**config.mk**
```make
export PLATFORM = sky130hd
export DESIGN_NAME = sn74ls122_sync
export DESIGN_NICKNAME = d
export VERILOG_FILES = /design/src/rtl/sn74ls122_sync.sv
export SDC_FILE = /design/constraint.sdc
export NUM_CORES = 1
export LEC_CHECK = 0
export CAP_MARGIN = 10
export CORE_MARGIN = 1.5
export CORE_UTILIZATION = 55
export CTS_BUF_LIST = sky130_fd_sc_hd__clkbuf_8
export DETAILED_ROUTE_END_ITERATION = 16
export PLACE_DENSITY = 0.73
export SETUP_SLACK_MARGIN = 0.5
export SYNTH_ARGS = -nofsm -noshare
export SYNTH_HDL_FRONTEND = slang
export SYNTH_SLANG_ARGS = --single-unit
```
**constraint.sdc**
```tcl
create_clock -name clk -period 4.2 [get_ports clk]
set_clock_uncertainty 0.05 [all_clocks]
set_input_delay 0.84 -clock clk [delete_from_list [all_inputs] [get_ports clk]]
set_output_delay 0.84 -clock clk [all_outputs]
set_load 0.03 [all_outputs]
```
**src/rtl/sn74ls122_sync.sv**
```systemverilog
// sn74ls122_sync
//   Clocked model of the 74LS122 retriggerable monostable with clear. A
//   qualified trigger edge produces an output pulse of exactly WIDTH clk
//   cycles. A trigger that arrives while the pulse is running restarts the
//   count, so the pulse stretches with no low gap.
//
//   Optional build macro SN74LS122_NORETRIG_EN: when it is defined, trigger
//   edges are ignored while the pulse is running. This gives a
//   non-retriggerable one-shot in the style of the '221.
//
// Parameters
//   WIDTH  pulse width in clk cycles (1..65535)
//   CNT_W  counter width; must satisfy 2**CNT_W > WIDTH
//
// Ports
//   clk    system clock, rising edge
//   rst    synchronous reset, active-high
//   a1_n   active-low trigger input A1
//   a2_n   active-low trigger input A2
//   b1     active-high trigger input B1
//   b2     active-high trigger input B2
//   clr_n  active-low clear
//   q      pulse output
//   q_n    complement of q
//
// State | meaning
// IDLE  | no pulse, q=0
// ACTIVE| pulse running, q=1, cnt holds the remaining cycles minus one

module sn74ls122_sync #(
  parameter int unsigned WIDTH = 16,
  parameter int unsigned CNT_W = 16
) (
  input  logic clk,
  input  logic rst,
  input  logic a1_n,
  input  logic a2_n,
  input  logic b1,
  input  logic b2,
  input  logic clr_n,
  output logic q,
  output logic q_n
);

  typedef enum logic {IDLE = 1'b0, ACTIVE = 1'b1} state_t;

  localparam logic [CNT_W-1:0] RELOAD = CNT_W'(WIDTH - 1);

  state_t           state_q, state_d;
  logic [CNT_W-1:0] cnt_q, cnt_d;
  logic             t_s_q, t_d_q, clr_s_q, clr_d_q;
  logic             trig_raw;
  logic             edge_fire, rel_fire, fire;

  assign trig_raw = (~a1_n | ~a2_n) & b1 & b2;

  // The trigger and clear history registers reset to 1. Inputs that are
  // already asserted when rst drops therefore look static and do not fire.
  always_ff @(posedge clk) begin
    if (rst) begin
      t_s_q   <= 1'b1;
      t_d_q   <= 1'b1;
      clr_s_q <= 1'b1;
      clr_d_q <= 1'b1;
      state_q <= IDLE;
      cnt_q   <= '0;
    end else begin
      t_s_q   <= trig_raw;
      t_d_q   <= t_s_q;
      clr_s_q <= clr_n;
      clr_d_q <= clr_s_q;
      state_q <= state_d;
      cnt_q   <= cnt_d;
    end
  end

  always_comb begin
    state_d  = state_q;
    cnt_d    = cnt_q;
    rel_fire = t_s_q & clr_s_q & ~clr_d_q;
`ifdef SN74LS122_NORETRIG_EN
    edge_fire = t_s_q & ~t_d_q & (state_q == IDLE);
`else
    edge_fire = t_s_q & ~t_d_q;
`endif
    fire = clr_s_q & (edge_fire | rel_fire);

    if (!clr_s_q) begin
      state_d = IDLE;
      cnt_d   = '0;
    end else if (fire) begin
      // A fire always reloads the count, even when it lands on the
      // terminal cycle of a running pulse, so q never drops between pulses.
      state_d = ACTIVE;
      cnt_d   = RELOAD;
    end else if (state_q == ACTIVE) begin
      if (cnt_q != '0) begin
        cnt_d = cnt_q - CNT_W'(1);
      end else begin
        state_d = IDLE;
      end
    end
  end

  assign q   = (state_q == ACTIVE);
  assign q_n = ~q;

endmodule

```
---- After elaboration in Yosys (flattened, before gate mapping) ----
Cells that the tools add are included.
storage, ports and cells
  input bits .............................. 7
  logic and storage cells ................. 35
  bits in registers ....................... 21
  output and inout port bits .............. 2
operators by class
  bitwise logic cells ..................... 14
  reduce and logical (&&, ||, !) cells .... 7
  mux-type cells .......................... 6
  $add $sub $neg .......................... 1
operators by type and width
  kind                   count
  $reduce_bool 16->1     1
  $sub 16x1->16 const B  1
  $mux 4                 3
  $and 1x1->1            6
  $not 1->1              6
  $reduce_and 2->1       2
  $reduce_bool 2->1      2
  $mux 1                 3
  $reduce_or 3->1        1
  $or 1x1->1             2
  $reduce_or 2->1        1

---- Longest topological paths before layout ----
  depth in word-level cells ............... 6
  gate-level depth with buffers ........... 6
  depth with buffers taken out ............ 6

---- Worst setup path after synthesis ----
No wires, ideal clock.
  path type ............................... flip-flop to flip-flop
  from .................................... register cnt_q[5]
  to ...................................... register cnt_q[12]
  slack ................................... 2.162 ns
  cell stages (with the launch flop) ...... 6
  path buffers ............................ 1
  data arrival time ....................... 1.918 ns
  clock period less this slack ............ 2.038 ns
  cells stage by stage .................... dfxtp_1 > or4_4 > or3_1 > clkbuf_2 > or4_1 > a21oi_1
between the ends
  cells in the longest elaborated chain, start to end .. 2
ends and longest elaborated chain
  element                                                                line  RTL
  from (decl)                                                            50    logic [CNT_W-1:0] cnt_q, cnt_d;
  from (signal assigned)                                                 73    cnt_q <= cnt_d;
  parallel branches: the longest is 2 deep, another holds $sub 16x1->16  n/a
Parallel ways; which one is timed is not known.
A chain may end at the register's enable or synchronous reset.

---- Final worst setup path ----
  from .................................... register state_q, in the netlist q
  to ...................................... output q
RTL lines
  element                 line  RTL
  from (decl)             49    state_t state_q, state_d;
  from (signal assigned)  72    state_q <= state_d;
  to (decl)               41    output logic q,
No word-level cell between the ends.

==> flow_summary.ini <==
[synth]
synthTopCellsByArea = dfxtp_1 41%, or3_1 6.1%, or4_1 5.8%, o31ai_1 5.1%, a21oi_1 4.9%
syn_inst = 118
ys_seq_elements = 21
synth_edf_count = 0
yosys_most_used_dff = dfxtp_1
synth.net_count = 126
yosys-top-cells-count = 21 x dfxtp_1, 10 x a21oi_1, 10 x nand2_1, 10 x or3_1, 8 x or4_1
synth.avg_cell_area_sq_um = 8.71
async_flop_share_pct = 0
synth_warnings = 0
yosysSeqAreaShare_pct = 40.9
ys_types = 31
yosysTopAreaCell = dfxtp_1
yosysMostFrequentCell = dfxtp_1
yosysTopAreaCellShare_pct = 40.9
netlist_area_sq_mm = 0.00103

[clock_tree]
cts_root_buf = clkbuf_8
h-tree-depth = 1
clk_latency_ps = 260
clk_path_buf_depth = 2
cts_resized = 0
cts_setup_buffers = 0
clock-sinks = 21
cts_tree = yes
cts.clk_slew.worst_paths_ps = 70
cts_hold_buf = 0
cts_buffers = 3

[timing]
period_share_pct = 55.0
worstMarginPinSlew_ps = 589
setup_viol = 0
max_freq_mhz = 433
period_needed_ps = 2310
rsz0062_at_grt = no
slew_violations = 0
hold_viol_final = 0
slew-limit-headroom_pct = 60.4
setup_tns_ps = 0

[final_layout]
drive_gt1_share_pct = 10.2
antenna_cells = 0
layout.nets = 136
utilization_pct = 67.1
syn2layout_area_growth_pct = 14.0

[detailed_routing]
initialDrtViolationCount = 16
vias = 920
ant_nets = 0
wl_per_cell_um = 12.7
wirelength_um = 1930
drc = 0
routed_via_density = 6.05
drt-pass1-iter-count = 4

[worst_setup_path]
crit_path_start = q
critPathLaunchType = flop
r2r-start = cnt_q[5]
cp.required_ps = 3310
cp_max_fo = 8
cp.arrival_ps = 1420
max_stage_delay_ps = 720
cp_top_family = buffers and inverters
critPathKind = reg -> out
crit_buf_inv = 1
worstPathCellList = clkdlybuf4s50_1
critPathCaptureType = primary output
cp_slowest_cell = clkdlybuf4s50_1

[die]
start_util_pct = 58.9
rows = 15
io_pins = 9
dieWidth_um = 46.2
die_area_sq_mm = 0.00214
core_area_sq_mm = 0.00175
die_y_um = 46.2

[job]
drv_cap = 0

[pwr]
powerDensity_mw_per_mm2 = 341
p_total_uw = 400
power_leakage_uw = 0.000405
vdd_drop_max_uv = 260

[placed_design]
dp_hpwl_um = 1420
portBuffers = 8
gp_congestion = 0.770

[global_route]
grt_use_total_pct = 22.4
grt_max_degree = 12
grt_pass1_wl_um = 3440
antenna_found_initial = 0
grt_pass1_vias = 835
grt_overflow_total = 0

[worst_hold_path]
min-delay-start = t_s_q
hold_class = reg -> reg

[outcome]
outcome = completed
routing by layer:
metal | part of all wire [%] | GRT usage [%]
met5 | 0 | 0
met4 | 2.1 | 10.3
met3 | 4.8 | 4.71
met2 | 47 | 37.2
met1 | 46 | 27.3
sequential cells by signal, summed over array words and instances (netlist names):
name and flops:
clr_d_q 1, clr_s_q 1, cnt_q 16, q 1
t_d_q 1, t_s_q 1
metrics by stage:
stage	instance area (sq um)	hold WS [ps]	std cells	setup slack (ps)
6_report	1170	388	152	1890
5_1_grt	1170	398	152	1820
4_1_cts	1170	393	152	1880
3_5_place_dp	1130	376	148	1910
3_3_place_gp	1130	379	148	1930
2_1_floorplan	1030	360	118	2160
power breakdown:
part	total, uW	internal, uW	switching (uW)	leakage [uW]
Combinational	62.6	26.6	36.0	0.000207
Clock	127	65.1	61.5	0.0000269
Sequential	211	205	5.46	0.000171
cells in the final DEF, fill, tap and decap left out, drive strengths merged:
cell type	n
nor3	4
and4	1
or4	10
nand4	1
or2	5
nor4b	2
or3	10
o31ai	7
nand2	10
and2	1
a21oi	10
inv	4
or3b	1
nand3	2
o21ai	3
a31o	2
a31oi	3
nand2b	2
clkdlybuf4s50	8
dfxtp	21
mux2i	3
o211ai	1
o2111a	1
nor2	4
ha	1
a21boi	1
clkbuf	3
nor3b	1
nor4	4
a311oi	1
final timing paths:
kind	end	slack, ps	depth (start not counted)
max	q	1890	1
min	t_d_q	390	1
max reg2reg	cnt_q[12]	2050	4
min reg2reg	t_d_q	390	1
cells by family (layout without fill, tap and decap cells):
| group | Yosys count | count (layout) | share of synthesized area [%] |
|---|---|---|---|
| simple gates | 58 | 58 | 34.2 |
| compound gates | 29 | 29 | 18.4 |
| flops | 21 | 21 | 40.9 |
| buf+inv | 6 | 15 | 2.31 |
| mux | 3 | 3 | 2.92 |
| fa+ha+maj | 1 | 1 | 1.22 |
cell type report:
class	instances	area [sq um]
sequential	21	420
multi-input combinational	91	583
clock inverter	1	3.75
fill	158	574
tap	25	31.3
timing repair buffer	8	80.1
inverter	3	11.3
clock buffer	3	41.3
(Power assumes the default switching activity.)
